**src/rtl/sa_edge_feeder.sv**
```systemverilog
// sa_edge_feeder
//   Edge sequencer for an N x N output-stationary systolic MAC array.
//   A host loads operand matrices A and B (both row-major) while the block
//   is idle. A start pulse then streams A rows into the west edge and
//   B columns into the north edge with a one-cycle diagonal skew per lane.
//   The run lasts 3N-2 slices, so the last operand reaches cell (N-1,N-1).
//   A one-cycle done pulse follows the run.
//
// Ports
//   clk, rst_n     : clock and asynchronous active-low reset
//   wr_en/wr_sel   : operand write strobe and matrix select (0 = A, 1 = B)
//   wr_addr/wr_data: element index (row*N + col) and operand value
//   start          : begin a run; only sampled while idle
//   busy           : high during FEED and DONE
//   feed_valid     : high while the lanes carry a run slice
//   done           : one-cycle pulse at the end of a run
//   a_out / b_out  : west (row i) and north (column j) lanes, lane k = bits [W*k +: W]
module sa_edge_feeder #(
    parameter int             N   = 4,
    parameter int             W   = 8,
    parameter logic [W-1:0]   PAD = 8'h00
) (
    input  logic                   clk,
    input  logic                   rst_n,
    input  logic                   wr_en,
    input  logic                   wr_sel,
    input  logic [2*$clog2(N)-1:0] wr_addr,
    input  logic [W-1:0]           wr_data,
    input  logic                   start,
    output logic                   busy,
    output logic                   feed_valid,
    output logic                   done,
    output logic [N*W-1:0]         a_out,
    output logic [N*W-1:0]         b_out
);

    localparam int AW = 2 * $clog2(N);
    localparam int CW = $clog2(3 * N - 2);
    localparam logic [CW-1:0] LAST = CW'(3 * N - 3);

    typedef enum logic [1:0] {
        ST_IDLE = 2'd0,
        ST_FEED = 2'd1,
        ST_DONE = 2'd2
    } state_e;

    state_e          state_q, state_d;
    logic [CW-1:0]   cnt_q, cnt_d;
    logic [N*W-1:0]  a_out_q, a_out_d;
    logic [N*W-1:0]  b_out_q, b_out_d;
    logic            busy_q, busy_d;
    logic            feed_valid_q, feed_valid_d;
    logic            done_q, done_d;

    logic [W-1:0]    mem_a_q [N*N];
    logic [W-1:0]    mem_a_d [N*N];
    logic [W-1:0]    mem_b_q [N*N];
    logic [W-1:0]    mem_b_d [N*N];

    // Index of the slice to be loaded into the lane registers this edge.
    logic [CW-1:0]   slice_t;
    logic            slice_load;
    logic [N*W-1:0]  slice_a;
    logic [N*W-1:0]  slice_b;
    logic            wr_ok;

    // Writes land only while idle, and never on the edge that accepts start,
    // so a run always sees storage exactly as it was before it began.
    assign wr_ok = wr_en && (state_q == ST_IDLE) && !start;

    always_comb begin
        mem_a_d = mem_a_q;
        mem_b_d = mem_b_q;
        if (wr_ok) begin
            if (wr_sel) begin
                mem_b_d[wr_addr] = wr_data;
            end else begin
                mem_a_d[wr_addr] = wr_data;
            end
        end
    end

    // Skewed slice: lane gi carries element (t - gi) of its row/column,
    // or PAD when that offset falls outside 0..N-1.
    generate
        for (genvar gi = 0; gi < N; gi++) begin : g_lane
            localparam logic [CW-1:0] LO = CW'(gi);
            localparam logic [CW-1:0] HI = CW'(gi + N);
            logic          in_range;
            logic [AW-1:0] k_off;
            logic [AW-1:0] a_idx;
            logic [AW-1:0] b_idx;

            assign in_range = (slice_t >= LO) && (slice_t < HI);
            assign k_off    = AW'(slice_t - LO);
            assign a_idx    = AW'(gi * N) + k_off;          // A[gi][t-gi]
            assign b_idx    = AW'(k_off * AW'(N)) + AW'(gi); // B[t-gi][gi]
            assign slice_a[gi*W +: W] = in_range ? mem_a_q[a_idx] : PAD;
            assign slice_b[gi*W +: W] = in_range ? mem_b_q[b_idx] : PAD;
        end
    endgenerate

    always_comb begin
        state_d      = state_q;
        cnt_d        = cnt_q;
        busy_d       = 1'b0;
        feed_valid_d = 1'b0;
        done_d       = 1'b0;
        slice_t      = '0;
        slice_load   = 1'b0;

        case (state_q)
            ST_IDLE: begin
                if (start) begin
                    state_d      = ST_FEED;
                    cnt_d        = '0;
                    slice_load   = 1'b1;
                    busy_d       = 1'b1;
                    feed_valid_d = 1'b1;
                end
            end
            ST_FEED: begin
                busy_d = 1'b1;
                if (cnt_q < LAST) begin
                    cnt_d        = cnt_q + 1'b1;
                    slice_t      = cnt_q + 1'b1;
                    slice_load   = 1'b1;
                    feed_valid_d = 1'b1;
                end else begin
                    state_d = ST_DONE;
                    done_d  = 1'b1;
                end
            end
            ST_DONE: begin
                state_d = ST_IDLE;
            end
            default: begin
                state_d = ST_IDLE;
            end
        endcase

        a_out_d = slice_load ? slice_a : {N{PAD}};
        b_out_d = slice_load ? slice_b : {N{PAD}};
    end

    always_ff @(posedge clk or negedge rst_n) begin
        if (!rst_n) begin
            state_q      <= ST_IDLE;
            cnt_q        <= '0;
            a_out_q      <= {N{PAD}};
            b_out_q      <= {N{PAD}};
            busy_q       <= 1'b0;
            feed_valid_q <= 1'b0;
            done_q       <= 1'b0;
            for (int k = 0; k < N * N; k++) begin
                mem_a_q[k] <= PAD;
                mem_b_q[k] <= PAD;
            end
        end else begin
            state_q      <= state_d;
            cnt_q        <= cnt_d;
            a_out_q      <= a_out_d;
            b_out_q      <= b_out_d;
            busy_q       <= busy_d;
            feed_valid_q <= feed_valid_d;
            done_q       <= done_d;
            mem_a_q      <= mem_a_d;
            mem_b_q      <= mem_b_d;
        end
    end

    assign busy       = busy_q;
    assign feed_valid = feed_valid_q;
    assign done       = done_q;
    assign a_out      = a_out_q;
    assign b_out      = b_out_q;

endmodule

```
**config.mk**
```make
export PLATFORM = sky130hd
export DESIGN_NAME = sa_edge_feeder
export DESIGN_NICKNAME = d
export VERILOG_FILES = /design/src/rtl/sa_edge_feeder.sv
export SDC_FILE = /design/constraint.sdc
export NUM_CORES = 1
export LEC_CHECK = 0
export ABC_AREA = 1
export CAP_MARGIN = 20
export CORE_MARGIN = 4
export CORE_UTILIZATION = 64
export DETAILED_ROUTE_END_ITERATION = 6
export DONT_BUFFER_PORTS = 1
export PLACE_DENSITY_LB_ADDON = 0.05
export SLEW_MARGIN = 5
export SYNTH_ARGS = -nofsm -noshare
export SYNTH_HDL_FRONTEND = slang
export SYNTH_SLANG_ARGS = --single-unit
```
**constraint.sdc**
```tcl
create_clock -name clk -period 3.3 [get_ports clk]
set_input_delay 0.33 -clock clk [delete_from_list [all_inputs] [get_ports clk]]
set_output_delay 0.33 -clock clk [all_outputs]
set_load 0.02 [all_outputs]
```
### After elaboration in Yosys (flattened, before gate mapping)

Index checks and enable logic that the tools add are counted.

| storage, ports and cells | value |
|---|---|
| bits in registers | 329 |
| bits in latches | 0 |
| RAM bits | 0 |
| ROM bits | 0 |
| bits of input ports | 17 |
| output and inout port bits | 67 |
| memories kept | 0 |

| operators by class | value |
|---|---|
| $add $sub $neg | 10 |
| multipliers | 0 |
| divide/modulo/power cells | 0 |
| order comparisons | 19 |
| equality and inequality tests | 4 |
| shift operators | 0 |
| muxes and demuxes | 52 |
| bitwise gates (word level) | 10 |
| reduce and logical (&&, ||, !) cells | 14 |

Operators by type and width:

| kind | number |
|---|---|
| 8-bit binary-select mux with 4-bit select | 8 |
| 128-bit bitwise mux | 2 |
| 8-bit two-way mux | 25 |
| 32-bit two-way mux | 2 |
| 5-bit greater-or-equal comparator (second input constant) | 9 |
| 4-bit inverter with 5-bit output | 9 |
| 8-bit demux with 4-bit select | 1 |
| 4-bit by 3-bit < comparator with 1-bit output (second input constant) | 4 |
| 4-bit two-way mux | 4 |
| 4-bit by 1-bit adder with 4-bit output (second input constant) | 2 |
| 4-bit by 2-bit adder with 4-bit output (second input constant) | 2 |
| 4-bit adder (first input constant) | 2 |
| 4-bit by 1-bit greater-or-equal comparator with 1-bit output (second input constant) | 2 |
| 4-bit by 2-bit greater-or-equal comparator with 1-bit output (second input constant) | 2 |
| 4-bit case mux with 2 select lines | 1 |
| 4-bit by 2-bit subtractor with 4-bit output (second input constant) | 2 |
| 1-bit logical AND | 7 |
| 2-bit != test (second input constant) | 3 |
| 2-bit AND reduction | 3 |
| 5-bit by 1-bit < comparator with 1-bit output (second input constant) | 1 |
| 3-bit by 4-bit adder with 4-bit output (first input constant) | 1 |
| 4-bit < comparator (second input constant) | 1 |
| 1-bit two-way mux | 4 |
| 2-bit two-way mux | 2 |
| other kinds (9) | 10 |

### Longest topological paths before layout

Gate-level depths: netlist of run 1.

| depth | value |
|---|---|
| depth after elaboration | 11 |
| depth in mapped cells | 20 |
| mapped depth without buffers | 16 |

### Worst setup path after synthesis of run 1

Ideal clock, no wire load.

| path | value |
|---|---|
| path kind | register to register |
| from | register cnt_q[0] |
| to | register a_out_q[17], in the netlist a_out[17] |
| setup time | 117 ps |
| arrival time | 2755 ps |
| data required time | 3183 ps |
| slack | 428 ps |
| cell stages (with the launch flop) | 17 |
| period minus slack after synthesis | 2872 ps |
| cells stage by stage | dfrtp_1 > inv_1 > ha_1 > inv_1 > nor2_2 > nand2_4 > inv_4 > clkbuf_1 > ha_1 > clkbuf_1 > inv_1 > clkbuf_1 > nand3_1 > nand2_1 > nand2_1 > nand2_1 > nor2_1 |

| between the ends | value |
|---|---|
| word-level cells in the longest chain between the ends | 11 |
| elaborated cells between the ends (all ways) | 17 |

Ends and longest elaborated chain:

| item | line | source |
|---|---|---|
| start, declared | 48 | `logic [CW-1:0] cnt_q, cnt_d;` |
| start signal, assigned | 161 | `cnt_q <= cnt_d;` |
| 4-bit by 1-bit adder with 4-bit output or 4-bit < comparator (tied branches) | 126, 124 |  |
| 4-bit two-way mux | 124 | `if (cnt_q < LAST) begin` |
| 4-bit two-way mux | 112 | `case (state_q)` |
| 4-bit by 2-bit subtractor with 4-bit output | 95 | `assign k_off = AW'(slice_t - LO);` |
| 4-bit adder | 96 | `assign a_idx = AW'(gi * N) + k_off;` |
| 4-bit inverter with 5-bit output (not written as such) | 98 | `assign slice_a[gi*W +: W] = in_range ? mem_a_q[a_idx] : PAD;` |
| 8-bit binary-select mux with 4-bit select | 98 |  |
| 8-bit two-way mux (not written as such) (2 in a row) | 98 |  |
| 8-bit two-way mux | 98 |  |
| 32-bit two-way mux (*) | 142 | `a_out_d = slice_load ? slice_a : {N{PAD}};` |
| via a_out_d[17] | 49 | `logic [N*W-1:0] a_out_q, a_out_d;` |
| end signal, assigned | 150 | `a_out_q <= {N{PAD}};` |
| end signal, assigned | 162 | `a_out_q <= a_out_d;` |
| end, declared | 49 |  |

The timed path passes the listed nets; every way through them passes the cells marked *. The select of a mux whose other input is x is not followed.
A chain may end at the register's enable or synchronous reset.

### Worst setup path in the final report of run 1

| path | value |
|---|---|
| from | register cnt_q[0] |
| to | register b_out_q[22], in the netlist b_out[22] |

| between the ends | value |
|---|---|
| word-level cells in the longest chain between the ends | 11 |
| elaborated cells between the ends (all ways) | 17 |

Ends and longest elaborated chain:

| item | line | source |
|---|---|---|
| 4-bit by 1-bit adder with 4-bit output or 4-bit < comparator (tied branches) | 126, 124 |  |
| 4-bit two-way mux | 124 |  |
| 4-bit two-way mux | 112 |  |
| 4-bit by 2-bit subtractor with 4-bit output | 95 |  |
| 4-bit by 2-bit adder with 4-bit output | 97 | `assign b_idx = AW'(k_off * AW'(N)) + AW'(gi);` |
| 4-bit inverter with 5-bit output (not written as such) | 99 | `assign slice_b[gi*W +: W] = in_range ? mem_b_q[b_idx] : PAD;` |
| 8-bit binary-select mux with 4-bit select | 99 |  |
| 8-bit two-way mux (not written as such) (2 in a row) | 99 |  |
| 8-bit two-way mux | 99 |  |
| 32-bit two-way mux (*) | 143 | `b_out_d = slice_load ? slice_b : {N{PAD}};` |
| via b_out_d[22] | 50 | `logic [N*W-1:0] b_out_q, b_out_d;` |
| end signal, assigned | 151 | `b_out_q <= {N{PAD}};` |
| end signal, assigned | 163 | `b_out_q <= b_out_d;` |
| end, declared | 50 |  |

Marked as above.

==> summary.txt, run 1 <==
Placed design
  • Dpl cell area: 16100 um2
  • DP HPWL: 31300 um
  • GPL Wtd Cong: 0.939
  • IO Port Bufs: 0
  • Pre-CTS setup slack: 0.327 ns

Cells and area
  • Post-layout util: 70.7%
  • Share of cells above drive strength 1: 6.65%
  • Final nets: 2029
  • Layout area overhead: 7.59%
  • Final Cell Area: 17400 um2

CTS
  • CTS tree: yes
  • Clock Sinks: 329
  • Number of CTS-inserted buffers: 35
  • Root Buffer: clkbuf_16
  • Postcts setup bufs: 0
  • Clock slew at the register clock pins of the worst setup and hold paths: 0.06 ns
  • CTS Hold Bufs: 9
  • Clk Latency, worst-skew pair: 0.53 ns
  • Deepest clock path buffer count: 3
  • Clock H-tree levels: 2

Setup path
  • Reg2reg setup slack: 0.24 ns
  • Critical path class: register to register
  • CP arrival: 3.51 ns
  • Crit end category: register
  • CP Launch Type: register
  • Worst Path Max Fanout: 60
  • Critical Path RT: 3.75 ns
  • Worst R2R Path Depth: 10

Timing
  • Final worst path period share: 92.8%
  • Fmax: 0.327 GHz
  • Worst Skew: 0.0220 ns
  • Minimum hold slack: -0.506 ns
  • Fin crit period: 3.06 ns
  • Max-slew violations: 0
  • Least-Margin Pin Slew: 1.21 ns
  • Setup WS post-layout: 0.239 ns
  • TNS Setup: 0 ns
  • Final setup viols: 0
  • Max_slew headroom: 19.4%
  • RSZ-0062 raised after global routing: false
  • Final Hold Vio Count: 329

Detailed routing
  • WL final: 49900 um
  • Antenna-violating nets left: 0
  • Detailed-route vias per instance: 5.97
  • Drt wl/cell: 21.2 um
  • Via Count: 14100
  • DRT iter0 DRCs: 1909
  • Post-route DRC: 2
  • First-pass iteration count of the detailed router: 7

Logic synthesis
  • Number of synthesized flops with an enable pin: 0
  • Async SR Flop Fraction: 100%
  • Ys Warns: 0
  • Commonest cells in the netlist: nand2_1 (589), dfrtp_1 (329), o21ai_0 (296)
  • Synthesized cell area: 16200 um2
  • Syn Nets: 2089
  • Netlist cell types: 38
  • Yosys reg bits: 329
  • Top-count cell post-synth: nand2_1
  • Dominant cells by area after synthesis: dfrtp_1 (51%), nand2_1 (14%), o21ai_0 (9.2%)
  • Seq/Total Area, Yosys: 50.9%
  • Post-synthesis cell count: 2065
  • Ys flop type: dfrtp_1
  • Syn Area/Cell: 7.83 um2
  • Yosys top cell by area: dfrtp_1
  • Post-synth top area share: 50.9%

Die
  • Core footprint: 24600 um2
  • Die Ht: 167 um
  • I/O pin count: 84
  • # rows: 57
  • Die ar.: 27900 um2
  • Die width: 167 um
  • Initial Utilization: 65.7%

Power
  • PD cells: 1130 nW/um2
  • Leakage: 8.59 nW
  • Switch share: 48.2%
  • Worst VDD drop: 1.03 mV
  • Power Internal: 10.2 mW
  • Clock share of power: 20.0%
  • Gate power share: 49.8%
  • Net switching power: 9.44 mW
  • Reg power frac: 30.2%

Global route
  • Antenna violations before repair: 4
  • First-pass GRT wire length: 78100 um
  • GRT overflow: 0
  • Overall fraction of global-route tracks in use: 35.7%
  • Vias in the first global route: 13200
  • Pin count of the biggest net entering global routing: 330

Status
  • Failing checks: DRC, hold timing
  • Status: finished with violations

Run
  • Number of max-cap violations: 0

Hold path
  • Worst min path class: input port to asynchronous set/reset pin
==> flip-flops by register name, indices dropped and copies added, names as in the netlist <==
register,cells
a_out,32
b_out,32
busy,1
cnt_q,4
done,1
feed_valid,1
mem_a_q,128
mem_b_q,128
state_q,2
==> placed cells by master, fill, tap and decap left out, types with 10 or more instances in the layout <==
| master | count |
|---|---|
| nand3_1 | 109 |
| dfrtp_1 | 329 |
| nand2_1 | 589 |
| inv_2 | 10 |
| o22ai_1 | 27 |
| nor2_1 | 194 |
| inv_1 | 182 |
| clkbuf_8 | 10 |
| clkbuf_16 | 37 |
| o211ai_1 | 17 |
| nor2_2 | 12 |
| buf_4 | 17 |
| a21oi_1 | 89 |
| o21ai_0 | 296 |
==> metrics by stage <==
stage,cells,power (mW)
after floorplan,2065,12.7
after global placement,2281,15.3
after detailed placement,2281,15.4
after CTS,2352,19.4
after global routing,2355,20.9
final,2355,19.6
==> final timing paths <==
path                                              start                       to
worst min-delay path                              rst_n      b_out[15]$_DFF_PN0_
min in group clk                             wr_addr[2]  mem_b_q[28]$_DFFE_PN0P_
worst max-delay path               cnt_q[0]$_DFFE_PN0P_      b_out[22]$_DFF_PN0_
worst max register to register     cnt_q[0]$_DFFE_PN0P_      b_out[22]$_DFF_PN0_
max in group asynchronous                         rst_n  mem_b_q[65]$_DFFE_PN0P_
worst min register to register  mem_b_q[37]$_DFFE_PN0P_  mem_b_q[37]$_DFFE_PN0P_
==> worst max-delay path, cell delays in order (launching register included) <==
cell     delay (ns)
dfrtp_1        0.55
inv_1          0.15
ha_1           0.22
nand2_1        0.07
nand2_2        0.27
nand2_4        0.22
buf_4          0.50
a21oi_1        0.21
nor3_4         0.43
inv_2          0.20
nor2_1         0.15
==> area by class of cell <==
cell class                      instances  area [um2]
Antenna cell                            1        2.50
Clock buffer                           54        1090
Clock inverter                          8        58.8
Fill cell                            2021        7200
Inverter                              194         731
Multi-Input combinational cell       1416        6590
Sequential cell                       329        8230
Tap cell                              324         405
Timing Repair Buffer                   29         293
==> metal layers <==
metal	global-route usage [%]	wire, um	share of wire, %	vias to the layer above
li1	-	-	-	6483
met1	51.6	20300	41	6698
met2	53.7	22200	44	734
met3	7.89	5470	11	142
met4	13.1	1970	3.9	2
met5	0	8	0.016	-
==> timing repair <==
item | 4_1_cts | 5_1_grt
endpoints found under the hold margin | 464 | 329
setup endpoints to repair | 0 | 2
resized for setup | 0 | 1
==> power by group through the flow <==
| stage | Clock [mW] | Sequential (mW) | Combinational (mW) |
|---|---|---|---|
| after global placement | 0 | 5.95 | 9.32 |
| after floorplan | 0 | 5.79 | 6.89 |
| after global routing | 4.13 | 6.01 | 10.8 |
| after detailed placement | 0 | 5.97 | 9.42 |
| final | 3.92 | 5.92 | 9.75 |
| after CTS | 3.94 | 5.92 | 9.53 |
==> cell families (layout without fill, tap and decap cells) <==
kind of cell | count (synthesis) | after routing | share of synthesized area [%]
other cells | 0 | 1 | 0
flops | 329 | 329 | 50.9
fa+ha+maj | 7 | 7 | 0.541
compound gates | 461 | 461 | 15.1
buf+inv | 320 | 285 | 8.41
simple gates | 946 | 946 | 24.9
xor+xnor | 2 | 2 | 0.201
(Power assumes the default switching activity.)
==> run 2: changes to the inputs <==
--- a/config.mk
+++ b/config.mk
@@ -6,8 +6,6 @@
 export NUM_CORES = 1
 export LEC_CHECK = 0
 export ABC_AREA = 1
-export CAP_MARGIN = 20
-export CORE_MARGIN = 4
 export CORE_UTILIZATION = 64
 export DETAILED_ROUTE_END_ITERATION = 6
 export DONT_BUFFER_PORTS = 1
==> constraint.sdc (replaced) <==
create_clock -name clk -period 3.41 [get_ports clk]
set_input_delay 0.341 -clock clk [delete_from_list [all_inputs] [get_ports clk]]
set_output_delay 0.341 -clock clk [all_outputs]
set_load 0.02 [all_outputs]
==> run 2 against run 1 <==
  * The run ends with hold timing left
  * First-iteration DRC count fell by 0.42%
  * Hold slack improved by 0.022 ns
  * Sequential share of layout area down 0.098 points
  * Sequential power decreased by 3.9%
  * Die area fell by 7.1%
  * Total power is 1.3% lower
  * Highest routed layer is now met4
  * Core utilization rose by 0.35 points
==> summary.txt, run 2 (synthesis gave the netlist of run 1 again) <==
Global route
  • GRT overflow: 0
  • Pin count of the biggest net entering global routing: 330
  • First-pass GRT wire length: 76700 um
  • Antenna violations before repair: 3
  • Vias in the first global route: 13300
  • Overall fraction of global-route tracks in use: 39.2%

Timing
  • TNS Setup: 0 ns
  • RSZ-0062 raised after global routing: false
  • Least-Margin Pin Slew: 1.24 ns
  • Max-slew violations: 0
  • Max_slew headroom: 17.1%
  • Worst Skew: 0.0247 ns
  • Fin crit period: 2.98 ns
  • Final worst path period share: 87.4%
  • Fmax: 0.335 GHz
  • Final Hold Vio Count: 329
  • Minimum hold slack: -0.484 ns
  • Final setup viols: 0

Detailed routing
  • Via Count: 14100
  • First-pass iteration count of the detailed router: 5
  • Antenna-violating nets left: 0
  • WL final: 49400 um
  • DRT iter0 DRCs: 1901
  • Post-route DRC: 0
  • Drt wl/cell: 20.9 um
  • Detailed-route vias per instance: 5.98

CTS
  • CTS tree: yes
  • Number of CTS-inserted buffers: 36
  • Postcts setup bufs: 0
  • Clock H-tree levels: 2
  • CTS Hold Bufs: 9
  • Clk Latency, worst-skew pair: 0.54 ns
  • Clock Sinks: 329
  • Root Buffer: clkbuf_16
  • Post-CTS sizing: 0
  • Deepest clock path buffer count: 3
  • Clock slew at the register clock pins of the worst setup and hold paths: 0.06 ns

Cells and area
  • Most frequent cells in the layout: nand2_1 (589), dfrtp_1 (329), o21ai_0 (296)
  • Layout area overhead: 7.81%
  • Most common cell after layout, fill and taps aside: nand2_1
  • Leading registers by flop count: mem_a_q: 128 flops, mem_b_q: 128 flops
  • Final nets: 2028
  • Share of cells above drive strength 1: 6.56%

Placed design
  • DP HPWL: 31500 um
  • IO Port Bufs: 0
  • GPL Wtd Cong: 0.970

Status
  • Status: finished with violations
  • Failing checks: hold timing

Power
  • Leakage: 8.60 nW
  • Reg power frac: 29.4%
  • Worst VDD drop: 1.51 mV
  • Clock share of power: 21.1%
  • PD cells: 1110 nW/um2
  • Switch share: 47.8%
  • Power Internal: 10.1 mW
  • Final Total Pwr: 19.3 mW
  • Gate power share: 49.4%
  • Net switching power: 9.24 mW

Die
  • # rows: 57
  • I/O pin count: 84
  • Die width: 161 um
  • Core footprint: 24500 um2
  • Die ar.: 25900 um2
  • Initial Utilization: 65.9%
  • Die Ht: 161 um

Setup path
  • Crit end category: register
  • Critical Path RT: 3.87 ns
  • Critical path class: register to register
  • CP Launch Type: register
  • CP arrival: 3.44 ns
  • Worst Path Max Fanout: 23

Run
  • Number of max-cap violations: 0

Hold path
  • Worst min path class: input port to asynchronous set/reset pin
==> run 2: worst max-delay path, cell delays in order (launching register included) <==
cell and delay [ns]:
dfrtp_1 0.38, inv_1 0.10, ha_1 0.15, nand2_1 0.06, nand2_2 0.19, buf_4 0.36, nand2_1 0.15, ha_1 0.23
inv_1 0.05, nand2_1 0.04, nand2_1 0.10, inv_2 0.14, o21ai_2 0.62, o21ai_0 0.23, inv_1 0.10
==> run 2: power groups by stage <==
stage | clock network, mW | logic (mW) | registers, mW
6_report | 4.09 | 9.56 | 5.69
5_1_grt | 4.24 | 10.4 | 5.78
4_1_cts | 4.09 | 9.31 | 5.69
3_5_place_dp | 0 | 9.20 | 5.74
3_3_place_gp | 0 | 9.12 | 5.72
2_1_floorplan | 0 | 6.66 | 5.61
==> run 2: final cells by class <==
cell class / count / area (um2)
Timing Repair Buffer: 27 / 248
Antenna cell: 5 / 12.5
Inverter: 194 / 731
Sequential cell: 329 / 8230
Fill cell: 1964 / 7100
Multi-Input combinational cell: 1416 / 6580
Clock buffer: 51 / 1040
Tap cell: 324 / 405
Clock inverter: 10 / 190
==> run 2: layer usage <==
layer / GRT usage, % / up-vias / part of all wire (%) / routed length (um)
met3: 7.34 / 136 / 11 / 5350
met5: 0 / - / 0 / 0
met4: 17.3 / 0 / 4.2 / 2080
met1: 56.5 / 6692 / 41 / 20100
li1: - / 6489 / - / -
met2: 58.3 / 769 / 44 / 21800
==> run 2: metrics by stage <==
stage	cells	setup slack [ns]	hold slack (ns)	utilization (%)	area, um2
after CTS	2351	0.499	-0.495	71.0	17400
after global routing	2353	0.218	-0.500	71.0	17400
final	2356	0.429	-0.484	71.1	17400
after floorplan	2065	0.538	0.0454	-	16200
after global placement	2281	0.605	0.0512	65.6	16100
after detailed placement	2281	0.509	0.0512	65.6	16100
==> run 2: worst paths after layout <==
| check | end | slack, ns | cells after the start | startpoint |
|---|---|---|---|---|
| worst min register to register | mem_b_q[37]$_DFFE_PN0P_ | 0.48 | 2 | mem_b_q[37]$_DFFE_PN0P_ |
| worst max register to register | b_out[13]$_DFF_PN0_ | 0.43 | 14 | cnt_q[0]$_DFFE_PN0P_ |
| worst min-delay path | mem_b_q[117]$_DFFE_PN0P_ | -0.48 | 0 | rst_n |
| min in group clk | state_q[0]$_DFFE_PN0P_ | 0.02 | 2 | start |
| max in group asynchronous | mem_a_q[57]$_DFFE_PN0P_ | 3.16 | 0 | rst_n |
| worst max-delay path | b_out[13]$_DFF_PN0_ | 0.43 | 14 | cnt_q[0]$_DFFE_PN0P_ |
